$ cat config.mk
export PLATFORM = sky130hd
export DESIGN_NAME = pong_game_ctrl
export DESIGN_NICKNAME = d
export VERILOG_FILES = /design/src/rtl/pong_game_ctrl.sv
export SDC_FILE = /design/constraint.sdc
export NUM_CORES = 1
export LEC_CHECK = 0
export ABC_AREA = 1
export CORE_MARGIN = 2
export CORE_UTILIZATION = 55
export CTS_CLUSTER_SIZE = 14
export DETAILED_ROUTE_END_ITERATION = 6
export MAX_ROUTING_LAYER = met4
export PLACE_DENSITY = 0.81
export SLEW_MARGIN = 10
export SYNTH_ARGS = -nofsm -noshare
export SYNTH_HDL_FRONTEND = slang
export SYNTH_SLANG_ARGS = --single-unit
$ cat constraint.sdc
create_clock -name clk_pix -period 3.11 [get_ports clk_pix]
set_clock_uncertainty 0.05 [all_clocks]
set_input_delay 0.622 -clock clk_pix [delete_from_list [all_inputs] [get_ports clk_pix]]
set_output_delay 0.622 -clock clk_pix [all_outputs]
set_load 0.03 [all_outputs]
$ cat src/rtl/pong_game_ctrl.sv
// Pong match sequencer: attract, serve, rally, point freeze and game over.
// It keeps the match score and tells the ball/paddle datapath when to move.
module pong_game_ctrl #(
  parameter int WIN_SCORE    = 9,
  parameter int SERVE_FRAMES = 60,
  parameter int POINT_FRAMES = 30
) (
  input  logic       clk_pix,
  input  logic       rst,
  input  logic       animate,
  input  logic       sig_ctrl,
  input  logic       lft_col,
  input  logic       rgt_col,
  output logic       reset_pos,
  output logic       run,
  output logic       p1_human,
  output logic       serve_dx,
  output logic [3:0] score_p1,
  output logic [3:0] score_p2,
  output logic       game_over,
  output logic [2:0] state_dbg
);

  typedef enum logic [2:0] {
    IDLE  = 3'd0,
    SERVE = 3'd1,
    PLAY  = 3'd2,
    POINT = 3'd3,
    OVER  = 3'd4
  } state_t;

  localparam logic [3:0] WIN_N   = 4'(WIN_SCORE);
  localparam logic [7:0] SERVE_N = 8'(SERVE_FRAMES);
  localparam logic [7:0] POINT_N = 8'(POINT_FRAMES);

  state_t     state, nxt;
  logic [7:0] cnt, cnt_inc;
  logic       won;

  assign cnt_inc = (cnt == 8'hFF) ? cnt : cnt + 8'd1;
  assign won     = (score_p1 >= WIN_N) || (score_p2 >= WIN_N);

  // Frame timeouts fire on the animate pulse that brings the count to its limit.
  always_comb begin
    nxt = state;
    case (state)
      IDLE:  if (sig_ctrl) nxt = SERVE;
      SERVE: if (sig_ctrl || (animate && cnt_inc >= SERVE_N)) nxt = PLAY;
      PLAY:  if (lft_col || rgt_col) nxt = POINT;
      POINT: if (animate && cnt_inc >= POINT_N) nxt = won ? OVER : SERVE;
      OVER:  if (sig_ctrl) nxt = IDLE;
      default: nxt = IDLE;
    endcase
  end

  always_ff @(posedge clk_pix) begin
    if (rst) begin
      state     <= IDLE;
      cnt       <= 8'd0;
      score_p1  <= 4'd0;
      score_p2  <= 4'd0;
      serve_dx  <= 1'b0;
      reset_pos <= 1'b1;
      run       <= 1'b0;
      p1_human  <= 1'b0;
      game_over <= 1'b0;
      state_dbg <= IDLE;
    end else begin
      state <= nxt;
      if (nxt != state) cnt <= 8'd0;
      else if (animate) cnt <= cnt_inc;

      if (state == IDLE && sig_ctrl) begin
        score_p1 <= 4'd0;
        score_p2 <= 4'd0;
        serve_dx <= 1'b0;
      end

      // Simultaneous edge hits are a replay: nobody scores, serve side kept.
      if (state == PLAY) begin
        if (rgt_col && !lft_col) begin
          if (score_p1 != 4'hF) score_p1 <= score_p1 + 4'd1;
          serve_dx <= 1'b1;
        end else if (lft_col && !rgt_col) begin
          if (score_p2 != 4'hF) score_p2 <= score_p2 + 4'd1;
          serve_dx <= 1'b0;
        end
      end

      // Outputs are registered copies of the decode of the state being entered.
      reset_pos <= (nxt == IDLE) || (nxt == SERVE);
      run       <= (nxt == PLAY);
      p1_human  <= (nxt == SERVE) || (nxt == PLAY) || (nxt == POINT);
      game_over <= (nxt == OVER);
      state_dbg <= nxt;
    end
  end

endmodule

# Word level (Yosys, flattened, before mapping)
# Index checks and enable logic that the tools add are counted.
# word_totals
regBits	24
in_bits	6
out_inout_bits	16
word_cells	65
# op_classes
n_addsub	3
n_lt_le_gt_ge	4
eq_ne	12
muxes	21
n_reduce_logical	16
# ops
op	count
$mux 4	9
$mux 3	6
$pmux 3 s5	1
$eq 3x2->1 const B	4
$add 4x1->4 const B	2
$add 8x1->8 const B	1
$eq 8x8->1 const B	1
$ge 4x4->1 const B	2
$ge 8x5->1 const B	1
$ge 8x6->1 const B	1
$mux 8	1
$ne 4x4->1 const B	2
$eq 3x1->1 const B	2
$eq 3x3->1 const B	2
$logic_not 3->1	2
$logic_or 1x1->1	6
$logic_and 1x1->1	5
$mux 1	4
$ne 3x3->1	1
$logic_not 1->1	2
$reduce_or 2->1	1

# Longest topological paths before layout
# logic_depth
depth_word	10
ltp_mapped	15

# Worst setup path after synthesis
# No wires, ideal clock.
# synth_path
path_kind	register -> register
start	register cnt[0]
end	register cnt[1]
setup_ps	119
arrival_time_ps	1693
required_ps	2941
path_slack_ps	1249
stages_incl_launch_ff	16
path_buffers	0
path_cell_list	dfxtp_1 -> ha_1 -> nand2_2 -> nor2_4 -> nand2_4 -> nand2_2 -> nand2_1 -> nand3b_1 -> nand2_2 -> nand2_1 -> nand2_2 -> nand2_2 -> a21oi_2 -> nor2_2 -> nand2_4 -> nor2_2
# synth_between
elab_chain_len	9
# synth_lines
element	line	source
start: declaration	37	logic [7:0] cnt, cnt_inc;
start signal: assignment	71	else if (animate) cnt <= cnt_inc;
$add 8x1->8 / $eq 8x8->1 (equally long branches)	40	assign cnt_inc = (cnt == 8'hFF) ? cnt : cnt + 8'd1;
$mux 8 (*)	40	
$ge 8x6->1	48	SERVE: if (sig_ctrl || (animate && cnt_inc >= SERVE_N)) nxt = PLAY;
$logic_and 1x1->1	48	
$logic_or 1x1->1	48	
$mux 3	48	
$pmux 3 s5	46	case (state)
$ne 3x3->1	70	if (nxt != state) cnt <= 8'd0;
$reduce_or 2->1 (no line)	-	
# Mark *: on every way between the ends. The rest lies on a longest branch, timed or not.
# A chain may end at the register's enable or synchronous reset.

==> impl_metrics.tcl <==
set metrics [dict create \
    final_max_slew_viol_count 0 \
    cts_buffers 3 \
    initialDrtViolationCount 55 \
    synth_warnings 0 \
    p_int_mw 0.520 \
    path_clk_slew_ns 0.13 \
    p_seq_share_pct 44.7 \
    htree_num_levels 1 \
    synth_top_area_share_pct 32.7 \
    cts_setup_buffers 0 \
    cts.sinks 24 \
    outcome "finished clean" \
    layout-drive-gt1-share_pct 14.0 \
    max_slew_margin_pct 69.7 \
    seq_area_frac_synth_pct 32.7 \
    reg2reg_depth 15 \
    cpMaxStageDelayCell "clkdlybuf4s50_1" \
    synth-seq-cells 24 \
    worst-path-buf-inv 1 \
    worst_pin_slew_ns 0.454 \
    reg2reg_slack_ns 0.98 \
    max_stage_delay_ns 0.73 \
    period_minus_slack_ns 2.19 \
    yosysMostFrequentCell "nand2_1" \
    setup_violations 0 \
    crit_chain "clkdlybuf4s50_1" \
    synth_edf_count 0 \
    drc 0 \
    fmax_ghz 0.458 \
    final_util_pct 69.4 \
    final_cells 258 \
    critPathLaunchType "register" \
    final_nets 243 \
    p_sw_mw 0.341 \
    grt_usage_pct 22.9 \
    pwr-share-comb_pct 40.2 \
    cp_top_family "buffers and inverters" \
    cts_tree "yes" \
    r2r_start "cnt[0]" \
    port_buffers 21 \
    hold_viol 0 \
    end_kind "output pin" \
    drtAntennaViolNets 0 \
    worst-path-stages 1 \
    crit_start "state[0]" \
    clock_latency_ns 0.30 \
    io_pins 22 \
    fin_crit_sh_pct 70.3 \
    hold_path_class "reg2reg" \
    ir_drop_v 0.000398 \
    synth_nets 219 \
    yosysTopAreaCell "dfxtp_1" \
    design_area_sq_mm 0.00173 \
    syn_inst 206 \
    rows 18 \
    p_leak_nw 0.728 \
    rsz0062_at_grt "false" \
    dr.pass1.iters 4 \
    antenna_cells 0 \
    synthArstFlopShare_pct 0 \
    synth.avg_cell_area_sq_um 7.14 \
    wirelength_um 3270 \
    yosys-top-cells-area "dfxtp_1, nand2_1, inv_1, ha_1, nand3_1" \
    area_growth_pct 17.9 \
    globalplace.congestion 0.926 \
    overflow 0 \
    worstPathRequired_ns 2.44 \
    maxCapViolations 0 \
    vias 1417 \
    switching_share_pct 39.6 \
    crit_path_max_fanout 6 \
    core-area_sq_mm 0.00250 \
    critical_path_class "reg2out" \
    synth_ff_type "dfxtp_1" \
    grt_pass1_vias 1402 \
    synthesis.area_sq_mm 0.00147 \
    start_util_pct 58.9 \
    wl_per_cell_um 12.7 \
    place_inst 255 \
    max-clock-path-buffers 2 \
    ctsResizeCount 0 \
    cts-hold-fix-buffers 0 \
    grt_max_degree 14 \
    root_buffer "clkbuf_4" \
    fp.dieH_um 55.7 \
    nFillCells 222 \
    die_x_um 55.7 \
    setup_tns_ns 0 \
    hpwl_um 2650 \
    die-area_sq_mm 0.00311 \
    antenna_found_initial 0 \
    critPathArrivalTime_ns 1.51 \
    dpl-instance-area_sq_mm 0.00171 \
    clkPwrFrac_pct 15.1 \
    synth_common_cells "nand2_1, inv_1, dfxtp_1, nand3_1, nor2_1" \
    grt_pass1_wl_um 5720 \
    min_from "serve_dx" \
    synth_cell_type_count 32 \
    hold-path-cell-count 2 \
    power.density_mw_per_mm2 497 \
    via_per_inst 5.49 \
]
-- power by group through the flow --
stage	logic [mW]	clock network, mW	registers (mW)
after CTS	0.348	0.132	0.385
after floorplan	0.203	0	0.432
final	0.346	0.130	0.385
after detailed placement	0.346	0	0.392
after global placement	0.336	0	0.389
after global routing	0.383	0.139	0.391
-- through the flow --
stage	total power [mW]	setup slack (ns)	hold slack, ns
3_5_place_dp	0.738	0.920	0.425
4_1_cts	0.865	0.903	0.444
5_1_grt	0.913	0.835	0.468
6_report	0.861	0.925	0.443
2_1_floorplan	0.636	1.25	0.493
3_3_place_gp	0.725	1.01	0.431
-- registers in the layout (all words and copies together) (netlist names) --
register and flops:
p1_human 1, reset_pos 1, game_over 1, state 3
cnt 8, serve_dx 1, score_p1 4, run 1
score_p2 4
-- cells by family after synthesis --
group	share of synthesized area, %
compound gates	14.7
flops	32.7
fa+ha+maj	5.95
xor+xnor	1.79
buf+inv	8.42
simple gates	36.5
-- path summary, 6_finish.rpt --
| check | endpoint |
|---|---|
| hold reg to reg | serve_dx |
| setup / recovery | state_dbg[0] |
| hold / removal | serve_dx |
| setup reg to reg | cnt[2] |
-- cell type report --
class                   instances  area, sq um  area share (%)
inverters                      31          116            6.71
multi-input cells             149          867            50.0
clock buffers                   3         22.5            1.30
well taps                      30         37.5            2.16
flip-flops and latches         24          480            27.7
repair buffers                 21          210            12.1
-- placed cells by master, fill, tap and decap left out, drive strengths merged, types with 2 or more instances in the layout --
cell type,instances
nand2,45
inv,31
nor2,29
dfxtp,24
clkdlybuf4s50,21
nand3,20
o21ai,15
a21oi,11
ha,7
nand4,3
nor3,3
clkbuf,3
nand3b,2
xor2,2
nor3b,2
a31oi,2
-- per-layer routing --
metal	share of wire [%]	vias to the layer above	track usage, %
met1	46	665	26.4
met4	0.61	0	8.36
met3	3.9	2	3.95
met5	0	-	-
met2	50	33	39.8
li1	-	717	-
Note: power is estimated with default switching activity, not from simulation.
